===== src/rtl/packager_arbiter.sv =====
// Round-robin front end for a FifoPackager: locks one producer for a full
// group of p_num_concat beats and forwards its beats combinationally.
module packager_arbiter_lane #(
  parameter int p_bit_width = 3,
  parameter int IW          = 2,
  parameter int ID          = 0
) (
  input  logic [p_bit_width-1:0] msg,
  input  logic [IW-1:0]          sel,
  input  logic                   grant,
  input  logic                   out_rdy,
  output logic [p_bit_width-1:0] beat,
  output logic                   rdy
);
  assign beat = msg;
  assign rdy  = grant && (sel == IW'(ID)) && out_rdy;
endmodule

module packager_arbiter #(
  parameter int p_bit_width  = 3,
  parameter int p_num_concat = 2,
  parameter int p_num_req    = 4
) (
  input  logic                               clk,
  input  logic                               reset,
  input  logic [p_num_req*p_bit_width-1:0]   req_msg,
  input  logic [p_num_req-1:0]               req_val,
  output logic [p_num_req-1:0]               req_rdy,
  output logic [p_bit_width-1:0]             out_msg,
  output logic                               out_val,
  input  logic                               out_rdy,
  output logic [$clog2(p_num_req)-1:0]       out_id,
  output logic                               out_last
);
  localparam int IW = $clog2(p_num_req);
  localparam int CW = $clog2(p_num_concat) + 1;

  typedef enum logic {IDLE, BURST} state_t;

  state_t          state, state_nxt;
  logic [IW-1:0]   owner, owner_nxt, ptr, ptr_nxt;
  logic [CW-1:0]   cnt, cnt_nxt;

  logic [IW-1:0]   win, sel;
  logic            found, vld, last_raw, hs, grant;
  logic [p_bit_width-1:0] beat [p_num_req];
  logic [p_num_req-1:0]   lane_rdy;

  function automatic logic [IW-1:0] inc_wrap(input logic [IW-1:0] v);
    return (v == IW'(p_num_req-1)) ? '0 : v + 1'b1;
  endfunction

  // Scan downward so the index closest to ptr (modulo p_num_req) wins last.
  always_comb begin
    logic [IW-1:0] idx;
    int            sum;
    found = 1'b0;
    win   = ptr;
    idx   = '0;
    sum   = 0;
    for (int k = p_num_req-1; k >= 0; k--) begin
      sum = int'(ptr) + k;
      if (sum >= p_num_req) sum = sum - p_num_req;
      idx = IW'(sum);
      if (req_val[idx]) begin
        found = 1'b1;
        win   = idx;
      end
    end
  end

  always_comb begin
    sel      = (state == BURST) ? owner : win;
    vld      = (state == BURST) ? req_val[owner] : found;
    last_raw = (state == BURST) ? (cnt == CW'(p_num_concat-1))
                                : ((p_num_concat == 1) && found);
    hs       = vld && out_rdy;
  end

  // Outputs are forced quiet while reset is held; state logic needs no gating
  // because the registers are pinned by the async clear.
  assign grant    = reset && vld;
  assign out_val  = grant;
  assign out_id   = reset ? sel : '0;
  assign out_msg  = reset ? beat[sel] : '0;
  assign out_last = reset && last_raw;
  assign req_rdy  = lane_rdy;

  for (genvar i = 0; i < p_num_req; i++) begin : g_lane
    packager_arbiter_lane #(
      .p_bit_width (p_bit_width),
      .IW          (IW),
      .ID          (i)
    ) u_lane (
      .msg     (req_msg[i*p_bit_width +: p_bit_width]),
      .sel     (sel),
      .grant   (grant),
      .out_rdy (out_rdy),
      .beat    (beat[i]),
      .rdy     (lane_rdy[i])
    );
  end

  always_comb begin
    state_nxt = state;
    owner_nxt = owner;
    ptr_nxt   = ptr;
    cnt_nxt   = cnt;
    unique case (state)
      IDLE: if (hs) begin
        if (p_num_concat == 1) begin
          ptr_nxt = inc_wrap(win);
        end else begin
          owner_nxt = win;
          cnt_nxt   = CW'(1);
          state_nxt = BURST;
        end
      end
      BURST: if (hs) begin
        if (last_raw) begin
          cnt_nxt   = '0;
          ptr_nxt   = inc_wrap(owner);
          state_nxt = IDLE;
        end else begin
          cnt_nxt = cnt + 1'b1;
        end
      end
      default: state_nxt = IDLE;
    endcase
  end

  always_ff @(posedge clk or negedge reset) begin
    if (!reset) begin
      state <= IDLE;
      owner <= '0;
      ptr   <= '0;
      cnt   <= '0;
    end else begin
      state <= state_nxt;
      owner <= owner_nxt;
      ptr   <= ptr_nxt;
      cnt   <= cnt_nxt;
    end
  end
endmodule


===== config.mk =====
export PLATFORM = sky130hd
export DESIGN_NAME = packager_arbiter
export DESIGN_NICKNAME = d
export VERILOG_FILES = /design/src/rtl/packager_arbiter.sv
export SDC_FILE = /design/constraint.sdc
export NUM_CORES = 1
export LEC_CHECK = 0
export ABC_CLOCK_PERIOD_IN_PS = 2000
export BUFFER_PORTS_ARGS = -buffer_cell sky130_fd_sc_hd__buf_2
export CAP_MARGIN = 40
export CORE_UTILIZATION = 40
export DETAILED_ROUTE_END_ITERATION = 7
export GPL_ROUTABILITY_DRIVEN = 0
export GPL_TIMING_DRIVEN = 0
export PLACE_DENSITY = 0.81
export SETUP_SLACK_MARGIN = 0.15
export SLEW_MARGIN = 20
export SYNTH_ARGS = -nofsm -noshare
export SYNTH_HDL_FRONTEND = slang
export SYNTH_SLANG_ARGS = --single-unit

===== constraint.sdc =====
create_clock -name clk -period 2 [get_ports clk]
set_input_delay 0.1 -clock clk [delete_from_list [all_inputs] [get_ports clk]]
set_output_delay 0.1 -clock clk [all_outputs]
set_load 0.005 [all_outputs]

After elaboration in Yosys (flattened, before gate mapping)
Cells that the tools add are included.
- bits in latches: 0
- ROM bits: 0
- RAM bits: 0
- memories kept: 0
- word-level logic and storage cells: 86
- input bits: 19
- bits in registers: 7
- order comparisons: 10
- mux-type cells: 39
- reduce and logical (&&, ||, !) cells: 15
- multiply operators: 0
- $add $sub $neg: 9
- eq/ne operators: 7
- shift-type cells: 0
- div/mod/pow operators: 0
- bitwise logic cells: 2
- operators with widths (cell ; number):
    2-bit 2-to-1 mux ; 14
    2-bit by 3-bit less-than comparator with 1-bit output, second input constant ; 5
    1-bit 2-to-1 mux ; 14
    3-bit >= comparator, second input constant ; 4
    1-bit logical AND ; 11
    1-bit binary-select mux with 2-bit select ; 5
    3-bit 2-to-1 mux ; 3
    2-bit by 1-bit subtractor with 2-bit output, second input constant ; 4
    2-bit by 2-bit adder with 3-bit output, second input constant ; 2
    3-bit binary-select mux with 2-bit select ; 1
    2-bit == test, second input constant ; 3
    2-bit by 1-bit adder with 2-bit output, second input constant ; 2
    2-bit by 1-bit == test with 1-bit output, second input constant ; 2
    2-bit case mux with 2 select lines ; 1
    2-bit AND reduction ; 2
    2-bit by 1-bit adder with 3-bit output, second input constant ; 1
    2-bit by 3-bit >= comparator with 1-bit output, second input constant ; 1
    2-bit NOT with 3-bit output ; 1
    3-bit AND reduction ; 1
    2-bit zero test ; 1
    2-bit by 1-bit != test with 1-bit output, second input constant ; 1
    2-bit != test, second input constant ; 1
    1-bit case mux with 2 select lines ; 1
    1-bit NOT ; 1

Longest topological paths before layout
Gate-level depths: netlist of the first run.
- word-level depth: 15
- depth in mapped cells: 6
- depth with buffers taken out: 5

Modules after synthesis
Synthesis of the first run repeated with hierarchy kept, for this count alone.
- cells, all modules: 116
- area, all modules: 949.7 um2
- by module, submodules not included (module ; cells an instance ; instances ; seq. area each (um2) ; area each (um2)):
    packager_arbiter ; 100 ; 1 ; 175.2 ; 818.3
    packager_arbiter_lane at g_lane[1].u_lane ... ; 4 ; 2 ; 0.0 ; 32.5
    packager_arbiter_lane at g_lane[0].u_lane ; 4 ; 1 ; 0.0 ; 35.0
    packager_arbiter_lane at g_lane[3].u_lane ; 4 ; 1 ; 0.0 ; 31.3

Worst setup path before layout of the first run
Ideal clock, no wire load.
- path kind: reg2reg
- start: register owner[0]
- end: register ptr[0]
- cell stages (with the launch flop): 6
- arrival: 1644 ps
- library setup time: 125 ps
- clock period less this slack: 1769 ps
- setup slack: 231 ps
- data required time: 1875 ps
- path through: dfrtp_1 mux4_1 mux2_4 nand2_4 nor3_2 mux2_4
- cells in the longest elaborated chain, start to end: 5
- elaborated cells on any way between the ends: 8
- classes of those cells: add/sub: 1; eq/ne: 1; mux: 4; reduce/logical: 2
- ends and longest elaborated chain (element ; line ; text):
    start, declared ; 41 ; logic [IW-1:0] owner, owner_nxt, ptr, ptr_nxt;
    start signal, assigned ; 140 ; owner <= owner_nxt;
    1-bit binary-select mux with 2-bit select ; 74 ; vld = (state == BURST) ? req_val[owner] : found;
    1-bit 2-to-1 mux (implied by the code) ; 74 ;
    1-bit 2-to-1 mux ; 74 ;
    1-bit logical AND ; 77 ; hs = vld && out_rdy;
    3-bit AND reduction (no line) ; - ;
    end signal, assigned ; 141 ; ptr <= ptr_nxt;
    end, declared ; 41 ;
Several ways; a longest one is shown, not always the timed one. The select of a mux whose other input is x is not followed.
A chain may end at the register's enable or synchronous reset.

Worst setup path after layout of the first run
- start: register ptr[0]
- end: output port out_msg[0]
- cells in the longest elaborated chain, start to end: 15
- elaborated cells on any way between the ends: 33
- classes of those cells: add/sub: 7; order compare: 4; mux: 21; bitwise: 1
- ends and longest elaborated chain (element ; line ; text):
    2-bit by 2-bit adder with 3-bit output ; 62 ; sum = int'(ptr) + k;
    3-bit >= comparator / 2-bit by 1-bit subtractor with 2-bit output (equally long branches) ; 63 ; if (sum >= p_num_req) sum = sum - p_num_req;
    2-bit 2-to-1 mux ; 63 ;
    1-bit binary-select mux with 2-bit select ; 65 ; if (req_val[idx]) begin
    1-bit 2-to-1 mux (implied by the code) ; 65 ;
    2-bit 2-to-1 mux (3 in series) ; 65 ;
    2-bit 2-to-1 mux * ; 65 ;
    2-bit 2-to-1 mux * ; 73 ; sel = (state == BURST) ? owner : win;
    2-bit NOT with 3-bit output (implied by the code) * ; 85 ; assign out_msg = reset ? beat[sel] : '0;
    3-bit binary-select mux with 2-bit select * ; 85 ;
    3-bit 2-to-1 mux (implied by the code) * (2 in series) ; 85 ;
    3-bit 2-to-1 mux * ; 85 ;
    end, declared ; 29 ; output logic [p_bit_width-1:0] out_msg,
Mark *: on every way between the ends. The rest lies on a longest branch, timed or not. The select of a mux whose other input is x is not followed.

==> results of run 1 <==
-- final cells by class --
type / instances / share of cell area [%]
Buffer: 4 / 3.151
Clock buffer: 4 / 2.450
Inverter: 3 / 1.050
Multi-Input combinational cell: 56 / 49.12
Sequential cell: 7 / 16.45
Tap cell: 16 / 1.867
Timing Repair Buffer: 42 / 25.90
-- sequential cells by signal (all words and copies together), names as in the netlist --
name / flops
owner: 2
state: 1
cnt: 2
ptr: 2
-- layout by cell type (no fill, tap or decap), types with 3 or more instances in the layout --
master     n
buf_2     25
buf_4     13
buf_6      7
mux2i_1    6
dfrtp_1    6
nor2_1     4
mux2_4     4
nand2b_1   3
inv_1      3
clkbuf_4   3
-- power groups by stage --
stage	logic (mW)	clock network (mW)	registers (mW)
2_1_floorplan	0.492	0	0.265
3_3_place_gp	0.624	0	0.284
3_5_place_dp	0.653	0	0.291
4_1_cts	0.833	0.132	0.287
5_1_grt	1.06	0.136	0.305
6_report	0.993	0.128	0.297
-- path summary, 6_finish.rpt --
check | endpoint | slack (ps) | cells past startpoint
min reg2reg | cnt[0] | 550 | 1
max reg2reg | ptr[1] | 160 | 6
max | out_msg[0] | -40 | 6
min in group clk | owner[1] | 290 | 3
max in group asynchronous | ptr[1] | 1550 | 2
min | owner[0] | 240 | 2
-- cell families (layout without fill, tap and decap cells) --
logic type,after synthesis,count (layout),synth area share [%]
and+or+nand+nor,28,28,24.96
AOI/OAI and AO/OA,15,15,17.64
adders and majority gates,1,1,1.876
buffers and inverters,7,53,6.191
DFF,7,7,26.27
muxes,12,12,23.08
-- metal layers --
| metal | up-vias | routed length, microns | track usage, % |
|---|---|---|---|
| li1 | 343 | - | - |
| met1 | 333 | 762 | 18.37 |
| met2 | 37 | 1074 | 42.42 |
| met3 | 2 | 113 | 2.553 |
| met4 | 0 | 14 | 8.750 |
| met5 | - | 0 | 0 |
-- what timing repair did --
action / 4_1_cts / 5_1_grt
resized for setup: 13 / 17
buffers inserted: 8 / 4
hold buffers: 1 / 0
endpoints found under the hold margin: 7 / 0
gates cloned: 0 / 0
pin swaps: 10 / 6
setup endpoints to repair: 12 / 13
-- per-stage QoR --
step	power [mW]	worst slack, ps
after floorplan	0.7572	231.0
after global placement	0.9075	37.27
after detailed placement	0.9443	-16.23
after CTS	1.251	-22.68
after global routing	1.502	-122.7
final	1.418	-39.34
==> metrics.md, run 1 <==
| Metric | Value |
|---|---|
| Tightest Pin Transition | 346.0 ps |
| Clk network pwr share | 9.1% |
| P_leak | 0.5231 nW |
| IO buf count | 29 |
| Final hold vios | 0 |
| CP endpoint kind | output port |
| GRT Resource Usage Total | 20.25% |
| Number of vias per cell | 5.417 |
| Mapped Area | 666.9 sq um |
| Total number of vias | 715 |
| Reg2reg start | owner[0] |
| Worst path slowest cell | or3b_4 |
| Critical path, cell by cell | or2b_1, a21boi_2, nor4_2, or3b_4, o22ai_1, buf_2 |
| Die Span Y | 42.83 microns |
| Clk buf depth | 2 |
| Final instance area | 0.001072 sq mm |
| Register Area | 176.4 sq um |
| Iter 0 DRT Violations | 14 |
| Flop pwr share | 20.9% |
| Number of enable-type register cells in the synthesized netlist | 0 |
| CTS Buf Count | 3 |
| Antenna viol nets, final | 0 |
| Fill cells | 125 |
| Largest net degree at the start of global routing | 13 |
| Switching share of power | 40.07% |
| Warnings from Yosys | 0 |
| Die area | 0.001834 sq mm |
| Row count | 14 |
| Post-synth top area share | 26.27% |
| Status | finished, violations left |
| Post-synth top flop | dfrtp_1 |
| Post-Place Cell Area | 832.0 sq um |
| Synth async-reset ratio | 100.0% |
| H-Tree Depth | 1 |
| Drt pass-1 iters | 4 |
| Ranking of synthesized cells by area | dfrtp_1 (26%), mux2i_1 (9.0%), mux2_4 (6.8%) |
| Critical path peak fanout | 5 |
| Fin crit share | 102.0% |
| Final WS setup | -39.34 ps |
| Fmax | 490.4 MHz |
| Clock slew at reported path FFs | 50 ps |
| CTS tree | built |
| DR WL/cell | 14.88 microns |
| Area grow syn2layout | 60.79% |
| GR Overflow Total | 0 |
| Setup violations, final | 6 |
| CP arrival | 1940 ps |
| Peak supply drop | 0.6848 mV |
| Netlist cell types | 32 |
| Final core utilization | 70.36% |
| Crit-path max cell delay | 440 ps |
| Internal power | 0.8499 mW |
| Core ar. | 0.001524 sq mm |
| Layout cells sized above 1 | 66.38% |
| Setup crit start | ptr[0] |
| Root buf cell | clkbuf_4 |
| Clk_lat worst skew | 250 ps |
| TNS Setup | -177.7 ps |
| Initial Util | 43.76% |
| Die span in x | 42.83 microns |
| Sequential share of the synthesized area | 26.27% |
| Startpoint types | register |
| Failing checks | setup timing |
| Syn Area/Cell | 9.527 sq um |
| Layout Cells excl Fill | 132 |
| Diodes inserted | 0 |
| CP required | 1900 ps |
| Worst Clk Skew | 0.4347 ps |
| MaxCap Viol Count | 0 |
| Worst Setup Path Type | reg2out |
| P_sw | 0.5683 mW |
| Top cells by count, synth | dfrtp_1 (7), nor2_1 (7), mux2i_1 (6), a21oi_1 (4), buf_4 (4) |
| Synthesized Nets | 90 |
| Buf+Inv Stages, Crit Path | 1 |
| Relative slew slack | 76.74% |
| Area of the multi-input gates | 526.8 sq um |
| Min-delay worst type | in2async |
| Vias in the first global route | 722 |
| Gate power share | 70.0% |
| Global-route wire length before repair | 2829 microns |
| Seq cells post-synth | 7 |
| HPWL after detailed placement | 1243 microns |
| Cells after synthesis | 70 |
| Cell taking the most area after synthesis | dfrtp_1 |
| Clk sinks | 7 |
| RSZ-0062 raised after global routing | true |
| PwrDens | 1323 mW/mm^2 |
| Slew Limit Fails | 0 |
| Post-Place Cells | 115 |
| DRC errors left | 0 |
| Initial antenna violation count | 0 |
| Final min period | 2039 ps |
| Nets | 137 |
| Hold WS | 244.9 ps |
| Top delay family on crit path | simple AND/OR/NAND/NOR gates |
| Ports | 30 |
| Final wirelength | 1964 microns |
Note: power is estimated with default switching activity, not from simulation.
==> inputs of run 2 (changes only) <==
Settings changed: CORE_ASPECT_RATIO from default to 0.75, CORE_UTILIZATION 40 to 30, PLACE_DENSITY 0.81 to 0.66.
==> run 2 against run 1 <==
Against the previous run: the run still ends with setup timing left; maximum frequency is 0.77% higher; die area increased by 32%; non-clock buffer count rose by 2; sequential power grew 3%; first-iteration DRC count shrank 57%; critical path depth grew 1.
==> metrics.md, run 2 (synthesis gave the netlist of run 1 again) <==
| Metric | Value |
|---|---|
| Relative slew slack | 77.08% |
| IO buf count | 29 |
| Initial antenna violation count | 0 |
| GR Overflow Total | 0 |
| CTS Buf Count | 3 |
| Row count | 14 |
| Worst Clk Skew | 6.780 ps |
| Largest registers | cnt x2, owner x2, ptr x2 |
| Worst path slowest cell | dfrtp_2 |
| Die area | 0.002417 sq mm |
| GRT Resource Usage Total | 15.32% |
| CP endpoint kind | output port |
| P_leak | 0.5424 nW |
| RSZ-0062 raised after global routing | true |
| DR WL/cell | 12.71 microns |
| Final hold vios | 0 |
| Fmax | 494.2 MHz |
| Ports | 30 |
| Nets | 139 |
| Final WS setup | -23.68 ps |
| Final wirelength | 1805 microns |
| Root buf cell | clkbuf_4 |
| Buf+Inv Stages, Crit Path | 2 |
| Antenna viol nets, final | 0 |
| Clock slew at reported path FFs | 50 ps |
| Layout cells sized above 1 | 66.95% |
| Crit-path max cell delay | 470 ps |
| Failing checks | setup timing |
| Setup violations, final | 6 |
| Final min period | 2024 ps |
| Layout Cells excl Fill | 142 |
| Global-route wire length before repair | 2746 microns |
| CTS tree | built |
| Startpoint types | register |
| Die Span Y | 42.83 microns |
| Total power draw | 1.481 mW |
| Slew Limit Fails | 0 |
| Clk sinks | 7 |
| HPWL after detailed placement | 1167 microns |
| Peak supply drop | 0.7288 mV |
| DRC errors left | 0 |
| Reg2reg setup slack | 80 ps |
| Total number of vias | 698 |
| Tightest Pin Transition | 340.9 ps |
| Min-delay worst type | in2async |
| Die span in x | 56.44 microns |
| H-Tree Depth | 1 |
| MaxCap Viol Count | 0 |
| Diodes inserted | 0 |
| Critical path, cell by cell | a21bo_4, a21oi_4, nor4_2, or3b_4, nor2_1, buf_4, buf_2 |
| PwrDens | 1317 mW/mm^2 |
| Most frequent cells in the layout | buf_2 (25), buf_4 (14), mux2i_1 (6), buf_6 (6) |
| Most common cell after layout, fill and taps aside | buf_2 |
| Iter 0 DRT Violations | 6 |
| Vias in the first global route | 683 |
| Post-Place Cells | 123 |
| Fin crit share | 101.2% |
| Initial Util | 32.54% |
| Drt pass-1 iters | 4 |
| Worst Setup Path Type | reg2out |
| Hold WS | 241.8 ps |
| Clk buf depth | 2 |
| Area grow syn2layout | 68.67% |
| CP required | 1900 ps |
| Top delay family on crit path | simple AND/OR/NAND/NOR gates |
| Clk_lat worst skew | 250 ps |
| TNS Setup | -78.29 ps |
| Number of vias per cell | 4.915 |
| CP arrival | 1920 ps |
| Critical path peak fanout | 6 |
| Core ar. | 0.002049 sq mm |
| Status | finished, violations left |
| Largest net degree at the start of global routing | 13 |
run 2: cell types whose count changed in the layout (fill, tap and decap cells not counted), sizes merged:
cell | previous run | this run
buf | 45 | 47
run 2: area by class of cell:
type,instances,area [sq um]
Clock buffer,4,26.28
Buffer,4,30.03
Timing Repair Buffer,44,312.8
Inverter,3,11.26
Sequential cell,7,177.7
Fill cell,180,924.6
Multi-Input combinational cell,56,536.8
Tap cell,24,30.03
run 2: final timing paths:
path | start | end | depth (start not counted)
worst max-delay path | ptr[1] | req_rdy[2] | 7
max in group asynchronous | reset | ptr[1] | 2
min in group clk | out_rdy | owner[1] | 3
worst max register to register | owner[0] | ptr[0] | 7
worst min-delay path | reset | owner[1] | 2
worst min register to register | cnt[0] | cnt[0] | 1
run 2: worst register-to-register path, stage by stage, from the launching register on:
cell and delay [ps]:
dfrtp_1 380, mux4_2 510, mux2_4 310, nand2_4 70, buf_6 90, buf_6 100, nor3_4 50, mux2_4 300
run 2: stage by stage:
step	instance area, sq um	worst slack (ps)	util (%)
after floorplan	666.9	231.0	-
after global placement	842.1	38.92	41.09
after detailed placement	842.1	-76.09	41.09
after CTS	1015	-11.08	49.51
after global routing	1125	-113.2	54.88
final	1125	-23.68	54.88
run 2: report_power, final:
part / leakage (nW) / internal (mW) / total, mW / switching, mW
clock: 0.0150 / 0.0760 / 0.127 / 0.0509
combinational: 0.446 / 0.634 / 1.05 / 0.415
sequential: 0.0815 / 0.207 / 0.305 / 0.0980
total: 0.542 / 0.917 / 1.48 / 0.564
run 2: timing repair:
action	4_1_cts	5_1_grt
hold endpoints to repair	7	0
gates resized for setup	18	15
setup buffers	9	5
endpoints found under the setup margin	13	13
pin swaps	7	4
hold buffers	1	0
run 2: metal layers:
layer | GRT usage (%) | vias up | share of wire [%]
li1 | - | 349 | -
met1 | 16.29 | 323 | 45
met2 | 28.00 | 24 | 50
met3 | 5.183 | 2 | 4.7
met4 | 5.854 | 0 | 1.0
met5 | 0 | - | 0
